==> config.mk <==
export PLATFORM = sky130hd
export DESIGN_NAME = herring_gpu_cmd_flat
export DESIGN_NICKNAME = d
export VERILOG_FILES = /design/src/rtl/herring_gpu_pkg.sv /design/src/rtl/herring_gpu_cmd_if.sv /design/src/rtl/rect_walker.sv /design/src/rtl/herring_gpu_cmd.sv /design/src/flat_wrapper.sv
export SDC_FILE = /design/constraint.sdc
export NUM_CORES = 1
export LEC_CHECK = 0
export CAP_MARGIN = 20
export CORE_ASPECT_RATIO = 1.75
export CORE_MARGIN = 1.5
export CORE_UTILIZATION = 50
export DETAILED_ROUTE_END_ITERATION = 16
export PLACE_DENSITY = 0.68
export SETUP_SLACK_MARGIN = 0.2
export SLEW_MARGIN = 20
export SYNTH_ARGS = -nofsm -noshare
export SYNTH_HDL_FRONTEND = slang
export SYNTH_SLANG_ARGS = --single-unit
==> constraint.sdc <==
create_clock -name CLOCK -period 2.67 [get_ports CLOCK]
set_input_delay 0.4005 -clock CLOCK [delete_from_list [all_inputs] [get_ports CLOCK]]
set_output_delay 0.4005 -clock CLOCK [all_outputs]
set_load 0.05 [all_outputs]
==> src/rtl/herring_gpu_pkg.sv <==
// Shared register map, command codes, status bits and FSM state type
// for the Herring GPU command engine.
package herring_gpu_pkg;

   localparam logic [2:0] RS_COLOR = 3'd0;
   localparam logic [2:0] RS_X_LO  = 3'd1;
   localparam logic [2:0] RS_X_HI  = 3'd2;
   localparam logic [2:0] RS_Y_LO  = 3'd3;
   localparam logic [2:0] RS_Y_HI  = 3'd4;
   localparam logic [2:0] RS_W     = 3'd5;
   localparam logic [2:0] RS_H     = 3'd6;
   localparam logic [2:0] RS_CMD   = 3'd7;

   localparam logic [7:0] CMD_PLOT     = 8'h01;
   localparam logic [7:0] CMD_PLOT_INC = 8'h02;
   localparam logic [7:0] CMD_FILL     = 8'h03;
   localparam logic [7:0] CMD_CLEAR    = 8'h04;

   localparam int unsigned STAT_BUSY    = 0;
   localparam int unsigned STAT_DROPPED = 1;

   typedef enum logic [1:0] {
      IDLE  = 2'd0,
      PIXEL = 2'd1,
      WALK  = 2'd2
   } state_t;

   // Codes outside this set are silently ignored by the engine.
   function automatic logic is_valid_cmd(input logic [7:0] code);
      return (code == CMD_PLOT) || (code == CMD_PLOT_INC) ||
             (code == CMD_FILL) || (code == CMD_CLEAR);
   endfunction

endpackage

==> src/rtl/herring_gpu_cmd_if.sv <==
// CPU register bus plus framebuffer write port of the command engine.
// master = CPU/framebuffer side, slave = the engine.
interface herring_gpu_cmd_if #(
   parameter int unsigned X_WIDTH     = 10,
   parameter int unsigned Y_WIDTH     = 10,
   parameter int unsigned COLOR_WIDTH = 3
);
   logic [2:0]             RS;
   logic [7:0]             DATA;
   logic                   CE;
   logic                   RW;
   logic [7:0]             DATA_OUT;
   logic [X_WIDTH-1:0]     FB_X;
   logic [Y_WIDTH-1:0]     FB_Y;
   logic [COLOR_WIDTH-1:0] FB_COLOR;
   logic                   FB_WE;
   logic                   FB_READY;

   modport master (
      output RS, DATA, CE, RW, FB_READY,
      input  DATA_OUT, FB_X, FB_Y, FB_COLOR, FB_WE
   );

   modport slave (
      input  RS, DATA, CE, RW, FB_READY,
      output DATA_OUT, FB_X, FB_Y, FB_COLOR, FB_WE
   );
endinterface

==> src/rtl/rect_walker.sv <==
// Row-major X/Y walker over a wrapping rectangle: loaded with origin and
// extents (size minus one), advances on step, flags the final pixel.
module rect_walker #(
   parameter int unsigned X_WIDTH = 10,
   parameter int unsigned Y_WIDTH = 10
) (
   input  logic               clk,
   input  logic               rst_n,
   input  logic               load,
   input  logic               step,
   input  logic [X_WIDTH-1:0] org_x,
   input  logic [Y_WIDTH-1:0] org_y,
   input  logic [X_WIDTH-1:0] ext_w,
   input  logic [Y_WIDTH-1:0] ext_h,
   output logic [X_WIDTH-1:0] cur_x,
   output logic [Y_WIDTH-1:0] cur_y,
   output logic               last
);

   logic [X_WIDTH-1:0] org_x_q;
   logic [X_WIDTH-1:0] ext_w_q;
   logic [Y_WIDTH-1:0] ext_h_q;
   logic [X_WIDTH-1:0] cnt_x_q;
   logic [Y_WIDTH-1:0] cnt_y_q;

   // Offset counters decide row ends; coordinate registers wrap naturally.
   always_ff @(posedge clk) begin
      if (!rst_n) begin
         org_x_q <= '0;
         ext_w_q <= '0;
         ext_h_q <= '0;
         cnt_x_q <= '0;
         cnt_y_q <= '0;
         cur_x   <= '0;
         cur_y   <= '0;
      end else if (load) begin
         org_x_q <= org_x;
         ext_w_q <= ext_w;
         ext_h_q <= ext_h;
         cnt_x_q <= '0;
         cnt_y_q <= '0;
         cur_x   <= org_x;
         cur_y   <= org_y;
      end else if (step) begin
         if (cnt_x_q == ext_w_q) begin
            cnt_x_q <= '0;
            cur_x   <= org_x_q;
            cnt_y_q <= cnt_y_q + 1'b1;
            cur_y   <= cur_y + 1'b1;
         end else begin
            cnt_x_q <= cnt_x_q + 1'b1;
            cur_x   <= cur_x + 1'b1;
         end
      end
   end

   assign last = (cnt_x_q == ext_w_q) && (cnt_y_q == ext_h_q);

endmodule

==> src/rtl/herring_gpu_cmd.sv <==
// Herring GPU command engine: 6502 register file and status, plus an FSM
// turning PLOT/PLOT_INC/FILL/CLEAR commands into framebuffer pixel writes.
module herring_gpu_cmd
   import herring_gpu_pkg::*;
#(
   parameter int unsigned X_WIDTH     = 10,
   parameter int unsigned Y_WIDTH     = 10,
   parameter int unsigned COLOR_WIDTH = 3
) (
   input  logic              CLOCK,
   input  logic              RESET_N,
   herring_gpu_cmd_if.slave  bus
);

   logic [COLOR_WIDTH-1:0] color_q;
   logic [X_WIDTH-1:0]     x_q, x_d;
   logic [Y_WIDTH-1:0]     y_q, y_d;
   logic [7:0]             w_q;
   logic [7:0]             h_q;
   logic                   dropped_q, dropped_d;
   state_t                 state_q, state_d;
   logic                   fb_we_q, fb_we_d;
   logic [COLOR_WIDTH-1:0] eng_color_q;
   logic                   inc_q;

   logic [15:0]            x_ext;
   logic [15:0]            y_ext;
   logic [7:0]             data_out;
   logic                   wr, rd, busy, cmd_ok, start, drop, stat_rd, accept;
   logic                   inc_acc;

   logic                   w_load, w_step, walk_last;
   logic [X_WIDTH-1:0]     org_x, ext_w, walk_x;
   logic [Y_WIDTH-1:0]     org_y, ext_h, walk_y;

   assign wr      = !bus.CE && !bus.RW;
   assign rd      = !bus.CE && bus.RW;
   assign busy    = (state_q != IDLE);
   assign cmd_ok  = wr && (bus.RS == RS_CMD) && is_valid_cmd(bus.DATA);
   assign start   = cmd_ok && !busy;
   assign drop    = cmd_ok && busy;
   assign stat_rd = rd && (bus.RS == RS_CMD);
   assign accept  = fb_we_q && bus.FB_READY;
   assign x_ext   = 16'(x_q);
   assign y_ext   = 16'(y_q);

   // Read mux: combinational from RS so the CPU sees data in the access cycle.
   always_comb begin
      data_out = '0;
      case (bus.RS)
         RS_COLOR: data_out = 8'(color_q);
         RS_X_LO:  data_out = x_ext[7:0];
         RS_X_HI:  data_out = x_ext[15:8];
         RS_Y_LO:  data_out = y_ext[7:0];
         RS_Y_HI:  data_out = y_ext[15:8];
         RS_W:     data_out = w_q;
         RS_H:     data_out = h_q;
         RS_CMD: begin
            data_out[STAT_BUSY]    = busy;
            data_out[STAT_DROPPED] = dropped_q;
         end
         default: ;
      endcase
   end

   assign bus.DATA_OUT = data_out;

   // A drop in the same cycle as a STATUS read wins over the clear.
   always_comb begin
      dropped_d = dropped_q;
      if (drop) begin
         dropped_d = 1'b1;
      end else if (stat_rd) begin
         dropped_d = 1'b0;
      end
   end

   // X/Y next value: PLOT_INC bump first, a CPU write in the same cycle wins.
   always_comb begin
      x_d = x_q;
      y_d = y_q;
      if (inc_acc) begin
         x_d = X_WIDTH'(walk_x + 1'b1);
      end
      if (wr) begin
         case (bus.RS)
            RS_X_LO: x_d = X_WIDTH'({x_ext[15:8], bus.DATA});
            RS_X_HI: x_d = X_WIDTH'({bus.DATA, x_ext[7:0]});
            RS_Y_LO: y_d = Y_WIDTH'({y_ext[15:8], bus.DATA});
            RS_Y_HI: y_d = Y_WIDTH'({bus.DATA, y_ext[7:0]});
            default: ;
         endcase
      end
   end

   always_ff @(posedge CLOCK) begin
      if (!RESET_N) begin
         color_q   <= '0;
         x_q       <= '0;
         y_q       <= '0;
         w_q       <= '0;
         h_q       <= '0;
         dropped_q <= 1'b0;
      end else begin
         x_q       <= x_d;
         y_q       <= y_d;
         dropped_q <= dropped_d;
         if (wr && (bus.RS == RS_COLOR)) color_q <= bus.DATA[COLOR_WIDTH-1:0];
         if (wr && (bus.RS == RS_W))     w_q     <= bus.DATA;
         if (wr && (bus.RS == RS_H))     h_q     <= bus.DATA;
      end
   end

   // Engine state, write-valid and per-command latched copies.
   always_ff @(posedge CLOCK) begin
      if (!RESET_N) begin
         state_q     <= IDLE;
         fb_we_q     <= 1'b0;
         eng_color_q <= '0;
         inc_q       <= 1'b0;
      end else begin
         state_q <= state_d;
         fb_we_q <= fb_we_d;
         if (start) begin
            eng_color_q <= color_q;
            inc_q       <= (bus.DATA == CMD_PLOT_INC);
         end
      end
   end

   // Next state and walker control; PLOT uses the walker with zero extents.
   always_comb begin
      state_d = state_q;
      fb_we_d = fb_we_q;
      w_load  = 1'b0;
      w_step  = 1'b0;
      inc_acc = 1'b0;
      org_x   = x_q;
      org_y   = y_q;
      ext_w   = '0;
      ext_h   = '0;
      case (state_q)
         IDLE: begin
            if (start) begin
               fb_we_d = 1'b1;
               w_load  = 1'b1;
               case (bus.DATA)
                  CMD_PLOT, CMD_PLOT_INC: state_d = PIXEL;
                  CMD_FILL: begin
                     state_d = WALK;
                     ext_w   = X_WIDTH'(w_q);
                     ext_h   = Y_WIDTH'(h_q);
                  end
                  default: begin
                     state_d = WALK;
                     org_x   = '0;
                     org_y   = '0;
                     ext_w   = '1;
                     ext_h   = '1;
                  end
               endcase
            end
         end
         PIXEL: begin
            if (accept) begin
               state_d = IDLE;
               fb_we_d = 1'b0;
               inc_acc = inc_q;
            end
         end
         WALK: begin
            if (accept) begin
               if (walk_last) begin
                  state_d = IDLE;
                  fb_we_d = 1'b0;
               end else begin
                  w_step = 1'b1;
               end
            end
         end
         default: begin
            state_d = IDLE;
            fb_we_d = 1'b0;
         end
      endcase
   end

   rect_walker #(
      .X_WIDTH(X_WIDTH),
      .Y_WIDTH(Y_WIDTH)
   ) u_walker (
      .clk   (CLOCK),
      .rst_n (RESET_N),
      .load  (w_load),
      .step  (w_step),
      .org_x (org_x),
      .org_y (org_y),
      .ext_w (ext_w),
      .ext_h (ext_h),
      .cur_x (walk_x),
      .cur_y (walk_y),
      .last  (walk_last)
   );

   assign bus.FB_X     = walk_x;
   assign bus.FB_Y     = walk_y;
   assign bus.FB_COLOR = eng_color_q;
   assign bus.FB_WE    = fb_we_q;

endmodule

==> src/flat_wrapper.sv <==
// flat-port wrapper written by rule: the top's interface ports become plain ports
module herring_gpu_cmd_flat import herring_gpu_pkg::*;
#(
   parameter int unsigned X_WIDTH     = 10,
   parameter int unsigned Y_WIDTH     = 10,
   parameter int unsigned COLOR_WIDTH = 3
)
  (CLOCK, RESET_N, bus_RS, bus_DATA, bus_CE, bus_RW, bus_FB_READY, bus_DATA_OUT, bus_FB_X, bus_FB_Y, bus_FB_COLOR, bus_FB_WE);
  herring_gpu_cmd_if #(.X_WIDTH(X_WIDTH), .Y_WIDTH(Y_WIDTH), .COLOR_WIDTH(COLOR_WIDTH)) bus_i ();
  input  logic CLOCK;
  input  logic RESET_N;
  input wire logic [$bits(bus_i.RS)-1:0] bus_RS;
  input wire logic [$bits(bus_i.DATA)-1:0] bus_DATA;
  input wire logic [$bits(bus_i.CE)-1:0] bus_CE;
  input wire logic [$bits(bus_i.RW)-1:0] bus_RW;
  input wire logic [$bits(bus_i.FB_READY)-1:0] bus_FB_READY;
  output wire logic [$bits(bus_i.DATA_OUT)-1:0] bus_DATA_OUT;
  output wire logic [$bits(bus_i.FB_X)-1:0] bus_FB_X;
  output wire logic [$bits(bus_i.FB_Y)-1:0] bus_FB_Y;
  output wire logic [$bits(bus_i.FB_COLOR)-1:0] bus_FB_COLOR;
  output wire logic [$bits(bus_i.FB_WE)-1:0] bus_FB_WE;
  assign bus_i.RS = bus_RS;
  assign bus_i.DATA = bus_DATA;
  assign bus_i.CE = bus_CE;
  assign bus_i.RW = bus_RW;
  assign bus_i.FB_READY = bus_FB_READY;
  assign bus_DATA_OUT = bus_i.DATA_OUT;
  assign bus_FB_X = bus_i.FB_X;
  assign bus_FB_Y = bus_i.FB_Y;
  assign bus_FB_COLOR = bus_i.FB_COLOR;
  assign bus_FB_WE = bus_i.FB_WE;
  herring_gpu_cmd #(.X_WIDTH(X_WIDTH), .Y_WIDTH(Y_WIDTH), .COLOR_WIDTH(COLOR_WIDTH)) u_core (.CLOCK(CLOCK), .RESET_N(RESET_N), .bus(bus_i));
endmodule
==> results of run 1 <==
==> worst min path at each step <==
stage,start,endpoint,slack (ns)
6_report,u_core.u_walker.org_x_q[5]$_SDFFE_PN0P_,u_core.u_walker.org_x_q[5]$_SDFFE_PN0P_,0.46
5_1_grt,u_core.u_walker.org_x_q[8]$_SDFFE_PN0P_,u_core.u_walker.org_x_q[8]$_SDFFE_PN0P_,0.47
4_1_cts,u_core.u_walker.org_x_q[5]$_SDFFE_PN0P_,u_core.u_walker.org_x_q[5]$_SDFFE_PN0P_,0.45
3_5_place_dp,u_core.u_walker.org_x_q[5]$_SDFFE_PN0P_,u_core.u_walker.org_x_q[5]$_SDFFE_PN0P_,0.45
3_3_place_gp,u_core.u_walker.org_x_q[6]$_SDFFE_PN0P_,u_core.u_walker.org_x_q[6]$_SDFFE_PN0P_,0.44
2_1_floorplan,u_core.u_walker.org_x_q[6]$_SDFFE_PN0P_,u_core.u_walker.org_x_q[6]$_SDFFE_PN0P_,0.43
==> flip-flops by register name, summed over array words and instances, names as in the netlist <==
signal / flops
u_core.u_walker.cur_y: 10
u_core.u_walker.cnt_y_q: 10
u_core.dropped_q: 1
u_core.h_q: 8
u_core.w_q: 8
u_core.u_walker.ext_h_q: 8
u_core.inc_q: 1
u_core.bus.FB_WE: 1
u_core.state_q: 2
u_core.bus.FB_COLOR: 3
u_core.y_q: 10
u_core.u_walker.org_x_q: 10
u_core.color_q: 3
u_core.u_walker.ext_w_q: 9
u_core.x_q: 10
u_core.u_walker.cur_x: 10
u_core.u_walker.cnt_x_q: 10
==> stage by stage <==
step | instances | utilization (%)
floorplan | 659 | -
global placement | 848 | 59.3
detailed placement | 848 | 59.3
CTS | 880 | 65.4
global route | 881 | 65.6
finish | 881 | 65.6
==> critical path: stages, from the launching register on <==
cell and delay (ns):
dfxtp_2 0.36, or2_4 0.29, mux4_2 0.48, mux2_2 0.28
buf_4 0.19
==> report_power, final <==
part           internal [mW]  total (mW)  switching [mW]
registers               1.71        1.72          0.0106
clock network           1.72        2.50           0.779
logic                 0.0855       0.205           0.120
==> cells in the mapped netlist, drive strengths merged, types with 3 or more instances <==
master    n
nor3     14
mux2i    34
or3       5
a311oi    3
nand3    27
inv       5
o221ai    3
ha        4
a21oi    59
a22o      5
clkbuf   25
nand2    93
xor2     21
nor4      7
a222oi    9
nor4b     3
and3     10
buf      12
mux2      6
xnor2    26
o31ai     8
nor2b     4
nor2     71
dfxtp   114
a211oi    4
or4       6
nand4     7
o21ai    21
mux4      4
o211ai   19
==> layer usage <==
metal / up-vias / GRT usage [%]
li1: 2553 / -
met2: 225 / 49.0
met5: - / 0
met1: 2597 / 31.4
met3: 45 / 5.86
met4: 0 / 16.4
==> logic make-up after synthesis <==
group,count (synthesis),share of synthesized area [%]
fa+ha+maj,4,0.870
flops,114,39.7
xor+xnor,47,7.16
mux,44,8.66
buf+inv,44,4.50
simple gates,255,21.9
compound gates,151,17.2
==> cell type report <==
class                      count  area (µm²)
fill                         896        3840
multi-input combinational    501        3230
sequential                   114        2280
timing repair buffer          97         975
clock buffer                  21         470
clock inverter                10         180
tap                          132         165
inverter                       6        22.5
==> what timing repair did <==
item | in CTS | in global routing
setup endpoints to repair | 2 | 16
resized for setup | 2 | 4
setup buffers | 0 | 1
gates cloned | 1 | 0
pin swaps | 0 | 1
==> impl_metrics.env, run 1 <==
export IMPL_status="complete, no violations"
export IMPL_route_met3_wl_mm=1.02
export IMPL_cp_end_kind="primary output"
export IMPL_clk_insertion_delay_late_ns=0.41
export IMPL_worstPathRequired_ns=2.27
export IMPL_cts_root_buf="clkbuf_16"
export IMPL_drt_met1_wl_mm=6.54
export IMPL_drc=0
export IMPL_synth_seq_area_share_pct=39.7
export IMPL_wl_met2_mm=8.81
export IMPL_synthArstFlopShare_pct=0
export IMPL_finalClockSkew_ns=0.0106
export IMPL_io_pins=48
export IMPL_vias=5420
export IMPL_port_buffers=47
export IMPL_holdWs_ns=0.456
export IMPL_rr_startpoint="u_core.u_walker.cnt_y_q[7]$_SDFFE_PP0P_"
export IMPL_yosys_warnings=0
export IMPL_synth_seq_cells=114
export IMPL_power_density_mw_per_mm2=604
export IMPL_fp_dieH_um=145
export IMPL_max_cap_viol_count=0
export IMPL_area_delta_synth_final_pct=27.4
export IMPL_synth_top_cell_by_area="dfxtp_1"
export IMPL_top_layer="met4"
export IMPL_antenna_found_initial=0
export IMPL_grt_start_max_net_pins=30
export IMPL_grt_pass1_vias=5212
export IMPL_worstPathMaxFanout=8
export IMPL_syn_inst=659
export IMPL_grt_ovfl_total=0
export IMPL_drt_iter0_markers=430
export IMPL_die_w_um=84.1
export IMPL_drt_wirelength_per_cell_um=19.6
export IMPL_ys_flop_type="dfxtp_1"
export IMPL_cp_startpoint="u_core.state_q[1]$_SDFFE_PN0P_"
export IMPL_rsz0062_at_grt="yes"
export IMPL_maxSlewViolCount=0
export IMPL_synth_edff_count=0
export IMPL_fin_setup_tns_ns=0
export IMPL_hp_class="register to register"
export IMPL_dpl_worst_slack_ns=-0.0436
export IMPL_avgSynthCellArea_um2=8.73
export IMPL_die_area_mm2=0.0122
export IMPL_p_total_mw=4.43
export IMPL_rows=51
export IMPL_syn_nets=679
export IMPL_reg2reg_slack_ns=0.30
export IMPL_cts_clk_slew_worst_paths_ns=0.05
export IMPL_numCtsBuffers=17
export IMPL_synth_cell_types=69
export IMPL_vdd_drop_max_v=0.000591
export IMPL_grt_pass1_wl_mm=27.0
export IMPL_start_util_pct=51.5
export IMPL_start_kind="register"
export IMPL_dpl_cell_area_mm2=0.00662
export IMPL_min_path_cells=2
export IMPL_drt_first_pass_iters=7
export IMPL_period_share_pct=89.7
export IMPL_max_slew_worst_pin_slew_ns=0.833
export IMPL_worstSetupPathType="register to primary output"
export IMPL_ys_top_cells_by_area="dfxtp_1 (40%), nand2_1 (6.1%), mux2i_1 (5.9%), a21oi_1 (5.1%), nor2_1 (4.6%)"
export IMPL_vias_per_cell=6.15
export IMPL_cts_sinks=114
export IMPL_endpoint="bus_DATA_OUT[0]"
export IMPL_worstReg2RegEnd="u_core.u_walker.cur_x[7]$_SDFFE_PN0P_"
export IMPL_cp_arrival_ns=1.99
export IMPL_synth_top_area_share_pct=39.7
export IMPL_htree_num_levels=4
export IMPL_nNetsFinal=757
export IMPL_static_leakage_power_nw=2.76
export IMPL_r2r_cells=7
export IMPL_ant_nets=0
export IMPL_slew_headroom_pct=44.5
export IMPL_wl_mm=17.2
export IMPL_final_common_cell="dfxtp_1"
export IMPL_cts_path_max_buffers=2
export IMPL_grtUsageTotal_pct=28.3
export IMPL_timing_final_ws_setup_ns=0.275
export IMPL_post_route_cell_area_mm2=0.00733
export IMPL_syn_area_mm2=0.00575
export IMPL_drive_gt1_share_pct=16.2
export IMPL_clock_fmax_mhz=417
export IMPL_hold_violations=0
export IMPL_place_congestion=0.957
export IMPL_min_period_ns=2.40
export IMPL_dp_hpwl_mm=12.8
export IMPL_setup_viol=0
export IMPL_antennaDiodeCount=0
export IMPL_core_area_mm2=0.0112
export IMPL_cts_hold_buf=0
export IMPL_cts_tree="yes"
export IMPL_most_common_layout_cells="dfxtp_1 (113), nand2_1 (93), nor2_1 (69)"
No activity file was read; power rests on OpenSTA's default activity.
==> run 2, diff against run 1 <==
--- a/constraint.sdc
+++ b/constraint.sdc
@@ -3,2 +3,2 @@
 set_output_delay 0.4005 -clock CLOCK [all_outputs]
-set_load 0.05 [all_outputs]
+set_load 0.01 [all_outputs]
==> impl_metrics.env, run 2 (same netlist as run 1, synthesis figures left out) <==
export IMPL_worstPathMaxFanout=7
export IMPL_power_density_mw_per_mm2=600
export IMPL_p_total_mw=4.47
export IMPL_final_common_cell="dfxtp_1"
export IMPL_start_kind="register"
export IMPL_grt_ovfl_total=0
export IMPL_ant_nets=0
export IMPL_most_common_layout_cells="dfxtp_1 (113), nand2_1 (93), nor2_1 (70)"
export IMPL_p_sw_share_pct=20.4
export IMPL_die_area_mm2=0.0122
export IMPL_grt_pass1_wl_mm=29.1
export IMPL_cts_root_buf="clkbuf_16"
export IMPL_p_clk_share_pct=56.8
export IMPL_drive_gt1_share_pct=17.4
export IMPL_instances_no_fill=902
export IMPL_seqPwrFrac_pct=38.5
export IMPL_vias=5496
export IMPL_intPower_mw=3.56
export IMPL_wl_mm=18.4
export IMPL_maxSlewViolCount=0
export IMPL_cts_hold_buf=0
export IMPL_hp_class="register to register"
export IMPL_max_cap_viol_count=0
export IMPL_cts_path_max_buffers=2
export IMPL_status="complete, no violations"
export IMPL_setup_viol=0
export IMPL_port_buffers=47
export IMPL_cp_arrival_ns=2.01
export IMPL_combPwrFrac_pct=4.7
export IMPL_cp_end_kind="primary output"
export IMPL_fp_dieH_um=145
export IMPL_place_congestion=0.991
export IMPL_start_util_pct=51.5
export IMPL_hold_violations=0
export IMPL_static_leakage_power_nw=2.87
export IMPL_finalClockSkew_ns=0.00725
export IMPL_io_pins=48
export IMPL_grt_start_max_net_pins=49
export IMPL_numCtsBuffers=17
export IMPL_multi_input_comb_area_mm2=0.00324
export IMPL_dp_hpwl_mm=13.7
export IMPL_min_period_ns=2.41
export IMPL_max_slew_worst_pin_slew_ns=0.773
export IMPL_dpl_worst_slack_ns=-0.0816
export IMPL_slew_headroom_pct=47.2
export IMPL_drt_wirelength_per_cell_um=20.4
export IMPL_drt_first_pass_iters=7
export IMPL_htree_num_levels=4
export IMPL_cts_sinks=114
export IMPL_worstPathRequired_ns=2.27
export IMPL_antennaDiodeCount=0
export IMPL_clock_fmax_mhz=415
export IMPL_rows=51
export IMPL_cts_tree="yes"
export IMPL_grt_pass1_vias=5403
export IMPL_antenna_found_initial=0
export IMPL_drc=0
export IMPL_dp_cells=865
export IMPL_grtUsageTotal_pct=30.7
export IMPL_timing_final_ws_setup_ns=0.259
export IMPL_vdd_drop_max_v=0.000445
export IMPL_period_share_pct=90.3
export IMPL_core_area_mm2=0.0112
export IMPL_rsz0062_at_grt="yes"
export IMPL_num_fill_cells=917
export IMPL_area_delta_synth_final_pct=29.4
export IMPL_vias_per_cell=6.09
export IMPL_clk_insertion_delay_late_ns=0.41
export IMPL_fin_util_pct=66.7
export IMPL_p_switching_mw=0.911
export IMPL_worstSetupPathType="register to primary output"
export IMPL_cts_clk_slew_worst_paths_ns=0.05
export IMPL_nNetsFinal=777
export IMPL_seq_area_mm2=0.00229
export IMPL_die_w_um=84.1
export IMPL_drt_iter0_markers=504
-- run 2: metrics by stage --
stage / cell area (µm²) / hold WS, ns / setup TNS (ns)
2_1_floorplan: 5750 / 0.431 / 0
5_1_grt: 7450 / 0.467 / 0
3_3_place_gp: 6700 / 0.440 / -0.451
3_5_place_dp: 6700 / 0.448 / -1.79
6_report: 7450 / 0.449 / 0
4_1_cts: 7410 / 0.450 / 0
-- run 2: timing repair --
item,CTS,global route
buffers inserted,2,2
setup endpoints to repair,8,12
pin swaps,0,1
cloned,1,0
resized for setup,12,6
-- run 2: area by class of cell --
cell class	instances	area share (%)
multi-input combinational	501	43.5
sequential	114	30.7
timing repair buffer	117	14.4
clock buffer	23	6.55
clock inverter	9	2.35
tap	132	2.22
inverter	6	0.302
-- run 2: power by group through the flow --
stage | registers (mW) | clock network, mW | logic [mW]
5_1_grt | 1.72 | 2.64 | 0.222
3_5_place_dp | 1.76 | 0 | 0.199
6_report | 1.72 | 2.54 | 0.209
4_1_cts | 1.72 | 2.55 | 0.207
3_3_place_gp | 1.76 | 0 | 0.195
2_1_floorplan | 1.75 | 0 | 0.104
-- run 2: final timing paths --
kind,start,endpoint,slack [ns],cells after the start
worst min register to register,u_core.bus.FB_COLOR[1]$_SDFFE_PN0N_,u_core.bus.FB_COLOR[1]$_SDFFE_PN0N_,0.45,2
worst min-delay path,u_core.bus.FB_COLOR[1]$_SDFFE_PN0N_,u_core.bus.FB_COLOR[1]$_SDFFE_PN0N_,0.45,2
worst max-delay path,u_core.state_q[0]$_SDFFE_PN0P_,bus_DATA_OUT[0],0.26,4
worst max register to register,u_core.u_walker.cnt_x_q[5]$_SDFFE_PP0P_,u_core.u_walker.cur_x[7]$_SDFFE_PN0P_,0.35,6
-- run 2: routing by layer --
metal,vias to the layer above,global-route usage (%),share of wire (%)
li1,2596,-,-
met1,2618,34.1,39
met2,230,54.3,51
met3,52,5.52,5.0
met4,0,16.7,5.0
met5,-,0,0
-- run 2: worst max-delay path, stage by stage, from the launching register on --
cell,delay (ns)
dfxtp_4,0.36
or2_4,0.27
mux4_2,0.47
mux2_2,0.27
clkdlybuf4s15_1,0.23
